$ cat src/rtl/dcache_ctrl.sv
// Write-back, write-allocate controller for a 2-way, 16-set data cache with 32-byte lines.
// Hits finish in the lookup cycle; a miss stalls the CPU through writeback, allocate and refill.
module dcache_ctrl (
    input  logic         clk_i,
    input  logic         rst_i,
    input  logic         cpu_req_i,
    input  logic         cpu_write_i,
    input  logic [31:0]  cpu_addr_i,
    input  logic [31:0]  cpu_data_i,
    output logic [31:0]  cpu_data_o,
    output logic         cpu_stall_o,
    output logic         sram_enable_o,
    output logic         sram_write_o,
    output logic [3:0]   sram_addr_o,
    output logic [24:0]  sram_tag_o,
    output logic [255:0] sram_data_o,
    input  logic         sram_hit_i,
    input  logic [24:0]  sram_tag_i,
    input  logic [255:0] sram_data_i,
    output logic         mem_enable_o,
    output logic         mem_write_o,
    output logic [31:0]  mem_addr_o,
    output logic [255:0] mem_data_o,
    input  logic [255:0] mem_data_i,
    input  logic         mem_ack_i
);

    typedef enum logic [1:0] {IDLE, WRITEBACK, ALLOCATE, REFILL} state_t;

    state_t        state_q, state_d;
    logic [22:0]   tag_q;
    logic [3:0]    index_q;
    logic          write_q;
    logic [31:0]   wdata_q;
    logic [22:0]   victim_tag_q;
    logic [255:0]  victim_data_q;
    logic [255:0]  line_q;
    logic [255:0]  merged_line;

    logic [22:0]   req_tag;
    logic [3:0]    req_index;
    logic [2:0]    req_word;
    logic          miss_start;
    logic          unused_bits;

    assign req_tag    = cpu_addr_i[31:9];
    assign req_index  = cpu_addr_i[8:5];
    assign req_word   = cpu_addr_i[4:2];
    assign miss_start = (state_q == IDLE) && cpu_req_i && !sram_hit_i;

    // Byte offset is always zero for word-aligned accesses. The latched write flag and
    // store data are kept for observability; the re-lookup uses the held CPU port.
    assign unused_bits = ^{cpu_addr_i[1:0], write_q, wdata_q};

    assign cpu_stall_o = cpu_req_i && !((state_q == IDLE) && sram_hit_i);

    always_ff @(posedge clk_i or posedge rst_i) begin
        if (rst_i) begin
            state_q       <= IDLE;
            tag_q         <= '0;
            index_q       <= '0;
            write_q       <= 1'b0;
            wdata_q       <= '0;
            victim_tag_q  <= '0;
            victim_data_q <= '0;
            line_q        <= '0;
        end else begin
            state_q <= state_d;
            if (miss_start) begin
                tag_q         <= req_tag;
                index_q       <= req_index;
                write_q       <= cpu_write_i;
                wdata_q       <= cpu_data_i;
                victim_tag_q  <= sram_tag_i[22:0];
                victim_data_q <= sram_data_i;
            end
            if ((state_q == ALLOCATE) && mem_ack_i) begin
                line_q <= mem_data_i;
            end
        end
    end

    always_comb begin
        merged_line = sram_data_i;
        merged_line[32*req_word +: 32] = cpu_data_i;
    end

    always_comb begin
        state_d       = state_q;
        cpu_data_o    = '0;
        sram_enable_o = 1'b0;
        sram_write_o  = 1'b0;
        sram_addr_o   = '0;
        sram_tag_o    = '0;
        sram_data_o   = '0;
        mem_enable_o  = 1'b0;
        mem_write_o   = 1'b0;
        mem_addr_o    = '0;
        mem_data_o    = '0;
        case (state_q)
            IDLE: begin
                sram_enable_o = cpu_req_i;
                if (cpu_req_i) begin
                    sram_addr_o = req_index;
                    sram_tag_o  = {2'b10, req_tag};
                    if (sram_hit_i) begin
                        if (cpu_write_i) begin
                            sram_write_o = 1'b1;
                            sram_tag_o   = {2'b11, req_tag};
                            sram_data_o  = merged_line;
                        end else begin
                            cpu_data_o = sram_data_i[32*req_word +: 32];
                        end
                    end else if (sram_tag_i[24] && sram_tag_i[23]) begin
                        state_d = WRITEBACK;
                    end else begin
                        state_d = ALLOCATE;
                    end
                end
            end
            WRITEBACK: begin
                mem_enable_o = 1'b1;
                mem_write_o  = 1'b1;
                mem_addr_o   = {victim_tag_q, index_q, 5'b0};
                mem_data_o   = victim_data_q;
                if (mem_ack_i) state_d = ALLOCATE;
            end
            ALLOCATE: begin
                mem_enable_o = 1'b1;
                mem_addr_o   = {tag_q, index_q, 5'b0};
                if (mem_ack_i) state_d = REFILL;
            end
            REFILL: begin
                // Tag is absent from the set, so storage places this line in the LRU way.
                sram_enable_o = 1'b1;
                sram_write_o  = 1'b1;
                sram_addr_o   = index_q;
                sram_tag_o    = {2'b10, tag_q};
                sram_data_o   = line_q;
                state_d       = IDLE;
            end
            default: state_d = IDLE;
        endcase
    end

endmodule
$ cat config.mk
export PLATFORM = sky130hd
export DESIGN_NAME = dcache_ctrl
export DESIGN_NICKNAME = d
export VERILOG_FILES = /design/src/rtl/dcache_ctrl.sv
export SDC_FILE = /design/constraint.sdc
export NUM_CORES = 2
export LEC_CHECK = 0
export CORE_AREA = 2 2 471 473
export DETAILED_ROUTE_END_ITERATION = 12
export DIE_AREA = 0 0 473 475
export GPL_TIMING_DRIVEN = 0
export PLACE_DENSITY_LB_ADDON = 0.05
export SYNTH_ARGS = -nofsm -noshare
export SYNTH_HDL_FRONTEND = slang
export SYNTH_SLANG_ARGS = --single-unit
$ cat constraint.sdc
create_clock -name clk_i -period 58.6 [get_ports clk_i]
set_input_delay 11.72 -clock clk_i [delete_from_list [all_inputs] [get_ports clk_i]]
set_output_delay 11.72 -clock clk_i [all_outputs]
set_load 0.05 [all_outputs]
# ---- Word level (Yosys, flattened, before mapping)
# Index checks and enable logic that the tools add are counted.
dict set report word_totals {
  ff_bits 564
  in_bits 607
  output_inout_bits 610
  word_cells 58
}
dict set report classes {
  addsub 1
  eq_ne 7
  n_shift 3
  mux 30
  reduce_logical 11
}
# operator n
set op_table {}
lappend op_table {{256-bit two-way mux} 4}
lappend op_table {{256-bit case mux with 2 select lines} 1}
lappend op_table {{256-bit bitwise mux} 1}
lappend op_table {{32-bit by 34-bit variable shift with 256-bit output (first input constant)} 1}
lappend op_table {{256-bit by 9-bit indexed part select with 32-bit output} 1}
lappend op_table {{32-bit by 34-bit indexed part select with 256-bit output} 1}
lappend op_table {{32-bit two-way mux} 4}
lappend op_table {{32-bit case mux with 2 select lines} 1}
lappend op_table {{25-bit case mux with 2 select lines} 1}
lappend op_table {{24-bit two-way mux} 2}
lappend op_table {{8-bit negator with 34-bit output} 1}
lappend op_table {{25-bit two-way mux} 1}
lappend op_table {{2-bit two-way mux} 5}
lappend op_table {{2-bit inequality test (second input constant)} 4}
lappend op_table {{2-bit case mux with 4 select lines} 1}
lappend op_table {{4-bit case mux with 2 select lines} 1}
lappend op_table {{1-bit logical AND} 6}
lappend op_table {{1-bit two-way mux} 5}
lappend op_table {{2-bit equality test (second input constant)} 2}
lappend op_table {{4-bit two-way mux} 1}
lappend op_table {{1-bit case mux with 2 select lines} 2}
lappend op_table {{4-bit AND reduction} 1}
lappend op_table {{2-bit by 1-bit equality test with 1-bit output (second input constant)} 1}
lappend op_table {{1-bit zero test} 2}
lappend op_table {{2 further kinds} 2}

# ---- Longest topological paths before layout
dict set report depth {
  word_depth 7
  ltp_mapped 12
  mapped_depth_nobuf 7
}

# ---- Worst setup path after synthesis
# No wires, ideal clock.
dict set report synth_path {
  path_type {in2out}
  start {input port cpu_addr_i[2]}
  end {output port sram_data_o[128]}
  t_arrival_ps 14931
  required_ps 46880
  setup_slack_ps 31949
  cell_stages 11
  path_buffers 4
  cell_sequence {buf_6 -> buf_2 -> buf_2 -> inv_1 -> ha_1 -> ha_1 -> and2b_1 -> nand3_1 -> buf_2 -> mux2i_1 -> o21ai_0}
}
dict set report synth_between {
  elab_chain_len 7
  word_cells_on_any_way 8
  cone_classes {1 x add/sub; 2 x shift; 5 x mux}
}
# element line
set synth_lines {}
lappend synth_lines {{from (decl)} 8} ;# input logic [31:0] cpu_addr_i,
lappend synth_lines {{8-bit negator with 34-bit output *} 85} ;# merged_line[32*req_word +: 32] = cpu_data_i;
lappend synth_lines {{32-bit by 34-bit indexed part select with 256-bit output or 32-bit by 34-bit variable shift with 256-bit output (tied branches)} 85}
lappend synth_lines {{256-bit bitwise mux *} 85}
lappend synth_lines {{256-bit two-way mux *} 107} ;# if (cpu_write_i) begin
lappend synth_lines {{256-bit two-way mux *} 106} ;# if (sram_hit_i) begin
lappend synth_lines {{256-bit two-way mux *} 103} ;# if (cpu_req_i) begin
lappend synth_lines {{256-bit case mux with 2 select lines *} 100} ;# case (state_q)
lappend synth_lines {{to (decl)} 16} ;# output logic [255:0] sram_data_o,
# Every way passes the cells marked *; elsewhere a longest branch is shown, timed or not.

# ---- Worst setup path after layout
dict set report layout_path {
  start {input port cpu_addr_i[3]}
  end {output port sram_data_o[120]}
}
# The elaborated chain is that of the path after synthesis.

==> impl_metrics.yaml <==
routing:
  drtIter0Drc: 1323
  ant_nets: 0
  drc: 0
  vias: 27571
  wl_per_cell_um: 40.10
  post_drt_via_cell_ratio: 4.106
  firstDrtPassIters: 5
  drt-total-wl_um: 269200
clocking:
  cts_inserted_buffers: 87
  cts_resized: 0
  htreeDepth: 3
  holdBufCountCts: 0
  clk_latency_ns: 0.72
  clock_sinks: 564
  path_clk_slew_ns: 0.05
  post_cts_buffers: 0
  clk_path_buf_depth: 3
  cts_tree: "yes"
  root_buffer: "clkbuf_16"
sta:
  timing.final.crit_share_pct: 51.78
  max_freq_mhz: 32.96
  rsz0062_at_grt: "false"
  hold-worst-slack_ns: 0.4943
  hold_violations: 0
  slew_viol_final: 11
  finalClockSkew_ns: 0.02508
  max_slew_margin_pct: -0.5596
  worstMarginPinSlew_ns: 1.508
  tns_ns: 0
  setup_viol: 0
  fin_crit_ns: 30.34
critical_path:
  regToRegStartpoint: "state_q[0]$_DFFE_PP0P_"
  r2r_end: "victim_data_q[123]$_DFFE_PP0P_"
  start_kind: "input port"
  critPathMaxFanout: 10
  cp-end-kind: "primary output"
  critPathKind: "in -> out"
  crit_path_end: "sram_data_o[120]"
  critPathRequiredTime_ns: 46.88
  reg2regPathDepth: 8
  cp_data_arrival_time_ns: 18.62
  r2r_slack_ns: 54.85
  setup.worst_path.start: "cpu_addr_i[3]"
synth:
  ys_warn_count: 0
  yosys.area.top_type: "dfrtp_1"
  synth_most_common_cell: "dfrtp_1"
  synth.distinct_cells: 39
  synth-edff-count: 0
  yosysSeqAreaShare_pct: 46.75
  synth_area_leaders: "dfrtp_1 (47%), mux2_2 (21%), and2_1 (7.9%)"
  synth_common_cells: "dfrtp_1 (564), mux2_2 (563), and2_1 (381)"
  synth-async-reset-ratio_pct: 100.0
  synthFlopType: "dfrtp_1"
  synth_top_area_share_pct: 46.75
  syn-cell-area_sq_um: 30190
  ys_seq_elements: 564
  avgSynthCellArea_sq_um: 12.28
  synthCells: 2459
global_route:
  grt_pass1_vias: 29883
  grt_max_degree: 98
  antenna_found_initial: 95
  grt_pass1_wl_um: 338700
  grt_usage_pct: 23.36
  gr-total-overflow: 0
pwr:
  peakVddDrop_mv: 0.02102
  p_per_area_nw_per_um2: 53.36
  p_leak_nw: 19.58
  power_mw: 2.604
floorplanning:
  die_h_um: 475
  initial_utilization_pct: 13.78
  ioPinCount: 1217
  die-area_sq_um: 224700
  fp.dieW_um: 473
  num_rows: 172
  core_region_area_sq_um: 219100
job:
  max-cap-violations: 1
finish:
  nets: 4358
  fin_area_sq_um: 48800
  fill_cells: 23825
  drive_above_1_share_pct: 22.74
  area_delta_synth_final_pct: 61.63
run_status:
  violations: "max-capacitance violations, max-slew violations"
  status: "finished with violations"
place:
  placed_area_sq_um: 45860
  dpl.hpwl_um: 216800
  gp_congestion: 0.7993
  port-buffer-count: 1178
min_path:
  min_path_type: "reg -> reg"
worst max-delay path: stages:
cell	delay [ns]
clkdlybuf4s50_1	0.81
buf_2	0.60
buf_1	0.97
inv_1	0.21
ha_1	0.29
ha_1	0.49
and2b_1	0.26
nand3_1	0.17
nor3_1	0.89
clkbuf_1	0.96
a221o_1	0.32
clkdlybuf4s50_1	0.88
area by class of cell:
| cell class | count | area [sq um] | area share [%] |
|---|---|---|---|
| diodes | 34 | 85.08 | 0.1744 |
| plain buffers | 241 | 1087 | 2.228 |
| clock buffers | 141 | 2623 | 5.374 |
| clock inverters | 17 | 225.2 | 0.4615 |
| inverters | 9 | 41.29 | 0.08462 |
| multi-input cells | 1649 | 15010 | 30.76 |
| flip-flops and latches | 564 | 14110 | 28.92 |
| well taps | 2871 | 3592 | 7.362 |
| repair buffers | 1188 | 12020 | 24.63 |
cell usage in the layout, fill, tap and decap left out, types with 4 or more instances in the layout:
cell type        count
buf_2               55
clkbuf_16           89
dfrtp_1            564
conb_1               5
o211ai_1             4
or2_2                4
buf_4               11
clkdlybuf4s50_1   1178
inv_1                8
a22oi_1             56
mux2_2             563
clkbuf_2            16
and2_1             381
buf_6                8
clkbuf_8            20
buf_16               6
diode_2             34
a21o_1              65
buf_1                5
nor2_1              12
nor2b_1             27
nand2_1            110
o21ai_0             35
nand3_1             10
clkbuf_1           179
ha_1                11
mux2i_1             33
a221o_1            122
clkinv_2             7
a22o_1             124
mux4_2              64
logic make-up (layout without fill, tap and decap cells):
kind of cell	Yosys count	count (layout)	synth area share (%)
buffers and inverters	250	1596	3.630
AO/OA/AOI/OAI	415	415	11.74
AND/OR/NAND/NOR	558	558	10.54
other	1	39	0.01242
adder cells (fa/ha/maj)	11	11	0.4559
flip-flops	564	564	46.75
multiplexers	660	660	26.87
worst min path at each step:
stage	depth (start not counted)	slack, ns	end	startpoint
2_1_floorplan	1	0.47	line_q[243]$_DFFE_PP0P_	line_q[243]$_DFFE_PP0P_
3_3_place_gp	1	0.48	victim_data_q[196]$_DFFE_PP0P_	victim_data_q[196]$_DFFE_PP0P_
3_5_place_dp	1	0.48	line_q[104]$_DFFE_PP0P_	line_q[104]$_DFFE_PP0P_
4_1_cts	1	0.50	victim_data_q[193]$_DFFE_PP0P_	victim_data_q[193]$_DFFE_PP0P_
5_1_grt	1	0.50	victim_data_q[147]$_DFFE_PP0P_	victim_data_q[147]$_DFFE_PP0P_
6_report	1	0.49	victim_data_q[67]$_DFFE_PP0P_	victim_data_q[67]$_DFFE_PP0P_
state kept, by name, indices dropped and copies added (netlist names):
| register | cells |
|---|---|
| victim_data_q | 256 |
| index_q | 4 |
| tag_q | 23 |
| line_q | 256 |
| state_q | 2 |
| victim_tag_q | 23 |
through the flow:
stage               utilization, %  setup WS, ns  instances
detailed placement           20.93         27.98       6522
global route                 22.24         28.05       6686
CTS                          22.23         27.95       6680
global placement             20.81         17.45       6512
finish                       22.27         28.26       6714
floorplan                        -         31.11       2463
metal layers:
layer  share of wire (%)  up-vias  wire [um]  GRT usage (%)
li1                    -    11617          -              -
met1                  39    14408     105500          26.68
met2                  51     1201     136200          41.83
met3                 7.5      289      20160          7.213
met4                 2.6       56       7043          6.099
met5                0.13        -        348              0
power breakdown:
part	internal, mW	switching [mW]	total (mW)
combinational	0.498	0.873	1.37
sequential	0.589	0.0983	0.687
clock	0.319	0.227	0.546
total	1.41	1.20	2.60
No activity file was read; power rests on OpenSTA's default activity.
